<file path="config.mk">
export PLATFORM = sky130hd
export DESIGN_NAME = muldiv_arbiter
export DESIGN_NICKNAME = d
export VERILOG_FILES = /design/src/rtl/muldiv_arbiter.sv
export SDC_FILE = /design/constraint.sdc
export NUM_CORES = 1
export LEC_CHECK = 0
export CORE_MARGIN = 8
export CORE_UTILIZATION = 45
export CTS_BUF_LIST = sky130_fd_sc_hd__clkbuf_16
export DETAILED_ROUTE_END_ITERATION = 7
export PLACE_DENSITY = 0.94
export RECOVER_POWER = 25
export SLEW_MARGIN = 20
export SYNTH_ARGS = -nofsm -noshare
export SYNTH_HDL_FRONTEND = slang
export SYNTH_SLANG_ARGS = --single-unit
export TNS_END_PERCENT = 1
</file>
<file path="constraint.sdc">
create_clock -name clk_i -period 6.6 [get_ports clk_i]
set_clock_uncertainty 0.05 [all_clocks]
set_input_delay 0.99 -clock clk_i [delete_from_list [all_inputs] [get_ports clk_i]]
set_output_delay 0.99 -clock clk_i [all_outputs]
set_load 0.03 [all_outputs]
</file>
<file path="src/rtl/muldiv_arbiter.sv">
// Arbiter that shares one iterative multiplier and one iterative divider
// between two requesters. One operation is in flight at a time. Ties go to
// the requester that was not granted last. A divide by zero is answered
// directly, without using the divider.
module muldiv_arbiter #(
  parameter int WIDTH = 32
) (
  input  logic               clk_i,
  input  logic               reset_i,
  input  logic [1:0]         req_v_i,
  output logic [1:0]         req_ready_o,
  input  logic [1:0]         req_op_i,
  input  logic [2*WIDTH-1:0] req_opa_i,
  input  logic [2*WIDTH-1:0] req_opb_i,
  output logic [1:0]         rsp_v_o,
  output logic [WIDTH-1:0]   rsp_data_o,
  output logic               rsp_err_o,
  input  logic [1:0]         rsp_yumi_i,
  output logic [WIDTH-1:0]   unit_opa_o,
  output logic [WIDTH-1:0]   unit_opb_o,
  output logic               mul_v_o,
  input  logic               mul_ready_i,
  input  logic               mul_v_i,
  input  logic [WIDTH-1:0]   mul_result_i,
  output logic               mul_yumi_o,
  output logic               div_v_o,
  input  logic               div_ready_i,
  input  logic               div_v_i,
  input  logic [WIDTH-1:0]   div_quotient_i,
  output logic               div_yumi_o
);

  typedef enum logic [1:0] {
    ST_IDLE  = 2'd0,
    ST_ISSUE = 2'd1,
    ST_BUSY  = 2'd2,
    ST_RESP  = 2'd3
  } state_t;

  state_t             r_state;
  logic               r_op;          // 0 = MUL, 1 = DIV
  logic               r_id;          // requester that owns the operation
  logic               r_last_grant;
  logic               r_err;
  logic [WIDTH-1:0]   r_opa;
  logic [WIDTH-1:0]   r_opb;
  logic [WIDTH-1:0]   r_result;

  logic [WIDTH-1:0]   w_opa_slice [2];
  logic [WIDTH-1:0]   w_opb_slice [2];
  logic               w_any_req;
  logic               w_winner;
  logic               w_win_op;
  logic [WIDTH-1:0]   w_win_opa;
  logic [WIDTH-1:0]   w_win_opb;
  logic               w_div_zero;
  logic               w_unit_ready;
  logic               w_unit_v;

  // Split the packed requester operand buses into one slice per requester.
  for (genvar gi = 0; gi < 2; gi++) begin : g_slice
    assign w_opa_slice[gi] = req_opa_i[gi*WIDTH +: WIDTH];
    assign w_opb_slice[gi] = req_opb_i[gi*WIDTH +: WIDTH];
  end

  // Winner selection: a lone requester wins, a tie goes away from the last grant.
  always_comb begin
    w_any_req = |req_v_i;
    if (&req_v_i) begin
      w_winner = ~r_last_grant;
    end else begin
      w_winner = req_v_i[1];
    end
    w_win_op     = req_op_i[w_winner];
    w_win_opa    = w_opa_slice[w_winner];
    w_win_opb    = w_opb_slice[w_winner];
    w_div_zero   = w_win_op && (w_win_opb == '0);
    w_unit_ready = r_op ? div_ready_i : mul_ready_i;
    w_unit_v     = r_op ? div_v_i : mul_v_i;
  end

  // Output decode from the registered state; ready and yumi are the only
  // combinational handshakes, and ready is masked while reset is held.
  always_comb begin
    req_ready_o = 2'b00;
    if ((r_state == ST_IDLE) && w_any_req && !reset_i) begin
      req_ready_o = w_winner ? 2'b10 : 2'b01;
    end
    mul_v_o    = (r_state == ST_ISSUE) && !r_op;
    div_v_o    = (r_state == ST_ISSUE) && r_op;
    mul_yumi_o = (r_state == ST_BUSY) && !r_op && mul_v_i;
    div_yumi_o = (r_state == ST_BUSY) && r_op && div_v_i;
    rsp_v_o    = 2'b00;
    rsp_data_o = '0;
    rsp_err_o  = 1'b0;
    if (r_state == ST_RESP) begin
      rsp_v_o    = r_id ? 2'b10 : 2'b01;
      rsp_data_o = r_result;
      rsp_err_o  = r_err;
    end
    unit_opa_o = r_opa;
    unit_opb_o = r_opb;
  end

  // Control FSM: accept, issue to the selected unit, wait for its result, respond.
  always_ff @(posedge clk_i or posedge reset_i) begin
    if (reset_i) begin
      r_state      <= ST_IDLE;
      r_op         <= 1'b0;
      r_id         <= 1'b0;
      r_last_grant <= 1'b1;
      r_err        <= 1'b0;
      r_opa        <= '0;
      r_opb        <= '0;
      r_result     <= '0;
    end else begin
      case (r_state)
        ST_IDLE: begin
          if (w_any_req) begin
            r_id         <= w_winner;
            r_last_grant <= w_winner;
            r_op         <= w_win_op;
            r_opa        <= w_win_opa;
            r_opb        <= w_win_opb;
            if (w_div_zero) begin
              r_result <= '1;
              r_err    <= 1'b1;
              r_state  <= ST_RESP;
            end else begin
              r_err    <= 1'b0;
              r_state  <= ST_ISSUE;
            end
          end
        end
        ST_ISSUE: begin
          if (w_unit_ready) begin
            r_state <= ST_BUSY;
          end
        end
        ST_BUSY: begin
          if (w_unit_v) begin
            r_result <= r_op ? div_quotient_i : mul_result_i;
            r_state  <= ST_RESP;
          end
        end
        ST_RESP: begin
          if (rsp_yumi_i[r_id]) begin
            r_state <= ST_IDLE;
          end
        end
        default: r_state <= ST_IDLE;
      endcase
    end
  end

endmodule

</file>
# --- Word level (Yosys, flattened, before mapping) ---
# Cells that the tools add are included.
op_classes:
  order_cmp: 3
  eq_ne: 8
  mux: 31
  bitwise_logic: 2
  reduce_logical: 19
op_table:
  columns: ["cell", "count"]
  rows:
  - ["two-way mux 32 bit", 11]
  - ["case mux 32 bit (2 select lines)", 1]
  - ["zero test 32 bit", 1]
  - ["two-way mux 2 bit", 9]
  - ["logical AND 1 bit", 9]
  - ["two-way mux 1 bit", 9]
  - ["!= test 2 bit (second input constant)", 4]
  - ["case mux 2 bit (4 select lines)", 1]
  - ["AND reduction 4 bit", 2]
  - ["== test 2 bit (second input constant)", 2]
  - ["< comparator 1 x 2 -> 1 bit (second input constant)", 2]
  - ["AND reduction 2 bit", 2]
  - ["== test 2 x 1 -> 1 bit (second input constant)", 1]
  - ["greater-or-equal comparator 2 bit (second input constant)", 1]
  - ["zero test 1 bit", 2]
  - ["zero test 2 bit", 1]
  - ["!= test 2 x 1 -> 1 bit (second input constant)", 1]
  - ["inverter 1 -> 2 bit", 1]
  - ["nonzero test 2 bit", 1]
  - ["OR reduction 2 bit", 1]
  - ["inverter 1 bit", 1]
word_totals:
  reg_bits: 102
  input_bits: 204
  output_inout_bits: 105
  word_cells: 71

# --- Longest topological paths before layout ---
depth:
  ltp_word: 11
  mapped_depth: 9
  depth_no_buf: 7

# --- Worst setup path before layout ---
# Ideal clock, no wire load.
synth_path:
  kind: "input to output"
  startpoint: "in req_v_i[1]"
  endpoint: "out req_ready_o[0]"
  arrival_ps: 2293
  required_ps: 5560
  slack_ps: 3267
  stages: 5
  n_path_buf: 3
  cell_sequence: "a21boi_1 buf_2 buf_4 buf_2 nor3_1"
synth_via:
  elab_chain_cells: 4
  elab_cells_between_ends: 7
  classes_between: "3 x mux; 4 x reduce/logical"
synth_lines:
  columns: ["element", "line", "rtl"]
  rows:
  - ["start, declared", "10", "input logic [1:0] req_v_i,"]
  - ["AND reduction 2 bit or OR reduction 2 bit (tied branches)", "69, 68", null]
  - ["two-way mux 1 bit or logical AND 1 bit (tied branches)", "69, 86", null]
  - ["two-way mux 2 bit or logical AND 1 bit (tied branches)", "87, 86", null]
  - ["two-way mux 2 bit (*)", "86", "if ((r_state == ST_IDLE) && w_any_req && !reset_i) begin"]
  - ["end, declared", "11", "output logic [1:0] req_ready_o,"]
# Every way passes the cells marked *; elsewhere a longest branch is shown, timed or not.

# --- Final worst setup path ---
# Ends and elaborated chain as after synthesis.

==> flow_summary.ini <==
[sta]
max-slew-margin-rel_pct = -40.0
tightest_slew_ps = 2090
setup_viol = 0
hold_viol_final = 0
fmax_mhz = 238
post-route-period-util_pct = 63.7
setup-tns-final_ps = 0
rsz0062_at_grt = false
finalCriticalPeriod_ps = 4200
maxSlewViolCount = 47

[clock_network]
holdBufCountCts = 0
cts_root_buffer = clkbuf_16
h-tree-depth = 3
post_cts_buffers = 0
cts_resized = 0
numCtsBuffers = 9
cts.sinks = 102
cts_tree = done
clk_pin_slew_ps = 70
clock_latency_ps = 340
cts_buffer_depth = 2

[synth]
ys_seq_elements = 102
synth_common_cells = nand2_1, dfrtp_1, mux2i_1
synthTopCellsByArea = dfrtp_1, mux2i_1, nand2_1, o21ai_0, mux2_1
async_flop_share_pct = 100
synth_flop_cell = dfrtp_1
synth_top_family_by_area = multiplexers
synthXorXnorAreaFrac_pct = 0
synth_nets = 939
yosysSeqAreaShare_pct = 38.9
yosysTopAreaCellShare_pct = 38.5
yosysUniqueCellTypes = 35
avgSynthCellArea_um2 = 8.98
synth_compound_area_share_pct = 15.9
synth-simple-area-share_pct = 18.4
synth_warnings = 0
synthCells = 731
synth_enable_flop_cells = 0
yosysMostFrequentCell = nand2_1
synth_top_cell_by_area = dfrtp_1
syn_area_um2 = 6570
synthAdderAreaFrac_pct = 0.762
synthMuxAreaShare_pct = 20.9

[placed_design]
gp_congestion = 0.873
hpwl_um = 18000
io_buffer_count = 308

[status]
violations = capacitance limit, slew limit
status = finished with violations

[worst_setup_path]
critical_path_class = input pin to primary output
startpoint_type = input pin
required_ps = 5560
worstSetupEndpointType = primary output
path_max_fanout = 44
arrival_ps = 3160

[floorplan]
die_area_um2 = 18700
initial_core_util_pct = 45.7
ios = 309
die_w_um = 137
fp-row-count = 44
die_h_um = 137
core_um2 = 14400

[finish]
final_nets = 1197
antenna_cells = 0
drive_above_1_share_pct = 4.63
area_delta_synth_final_pct = 52.6
final_util_pct = 69.7

[power]
max-vdd-ir-drop_mv = 0.272
p_leak_nw = 3.88
power.density_nw_per_um2 = 425

[grt]
grt_first_pass_wirelength_um = 36800
grt.overflow.total = 0
antenna_found_initial = 0
grt_max_degree = 99
grt_usage_pct = 25.0
grt_pass1_vias = 6896

[detailed_routing]
vias = 6823
final_antenna_net_count = 0
wl_um = 24100
drc = 0
first_pass_iters = 5
drt_iter0_drc = 482
viasPerCell = 5.79
wl_per_cell_um = 20.5

[run]
drv_cap = 1

[hold_path]
hp-class = register to register
-- layer usage --
metal	vias up	part of all wire (%)	global-route usage [%]	wire length, um
met5	-	0	0	0
met4	0	3.1	10.4	737
met3	42	8.8	7.56	2120
met2	331	50	42.7	12100
met1	3230	38	28.6	9160
li1	3220	-	-	-
-- kinds of logic after synthesis --
| kind of cell | after synthesis |
|---|---|
| muxes | 133 |
| adders and majority gates | 4 |
| and+or+nand+nor | 242 |
| buffers and inverters | 78 |
| AOI/OAI and AO/OA | 172 |
| DFF | 102 |
-- per-stage QoR --
stage                     worst slack, ps  hold slack, ps  cell area, um2  total power [W]  instances
after global placement               2340             410            9690          0.00363       1161
after CTS                            2400             434           10000          0.00432       1178
final                                2400             425           10000          0.00426       1178
after floorplan                      2890             392            6570          0.00276        731
after global routing                 2230             452           10000          0.00452       1178
after detailed placement             2410             419            9710          0.00373       1162
-- layout make-up --
class,count,area (um2)
fillers,1058,4350
flip-flops and latches,102,2550
inverters,3,12.5
repair buffers,322,3200
clock inverters,7,88.8
clock buffers,9,225
multi-input cells,551,3710
well taps,184,230
-- cell usage in the layout, fill, tap and decap left out, types with 2 or more instances in the layout --
cell type	instances
bufinv_16	2
nor4_1	11
and3_1	2
nor4b_1	2
nor3_1	4
mux2_2	7
nand4_1	34
dfrtp_1	100
and2_1	36
mux2_1	25
nand2_1	105
o21ai_0	69
buf_4	13
ha_2	2
nand3_1	34
o2111ai_1	32
inv_1	3
mux2i_1	101
nor2_1	4
dlygate4sd3_1	32
a21oi_1	34
a31oi_1	33
clkdlybuf4s50_1	276
nor2b_1	3
clkbuf_16	9
-- power breakdown --
| part | leakage, nW | switching, W | total, W | internal [W] |
|---|---|---|---|---|
| clock network | 0.155 | 0.000240 | 0.000570 | 0.000331 |
| logic | 2.56 | 0.00158 | 0.00266 | 0.00108 |
| registers | 1.16 | 0.000151 | 0.00103 | 0.000879 |
-- critical path: stages --
cell and delay, ps:
dlygate4sd3_1 620, o21ai_4 770, nor3_1 110, clkdlybuf4s50_1 660
-- flip-flops by register name, indices dropped and copies added (netlist names) --
register,cells
r_result,32
unit_opa_o,32
unit_opb_o,32
r_state,2
r_err,1
r_id,1
r_last_grant,1
r_op,1
-- worst paths after layout --
path                                                 from                    endpoint  slack (ps)  depth (start not counted)
worst max register to register     r_state[0]$_DFFE_PP0P_     r_result[5]$_DFFE_PP0P_        3230                          9
worst min-delay path            unit_opb_o[6]$_DFFE_PP0P_   unit_opb_o[6]$_DFFE_PP0P_         430                          2
min in group asynchronous                         reset_i  unit_opa_o[25]$_DFFE_PP0P_        1660                          2
max in group asynchronous                         reset_i     r_result[3]$_DFFE_PP0P_        3320                          3
worst min register to register  unit_opb_o[6]$_DFFE_PP0P_   unit_opb_o[6]$_DFFE_PP0P_         430                          2
worst max-delay path                           req_v_i[1]              req_ready_o[0]        2400                          4
(Power assumes the default switching activity.)
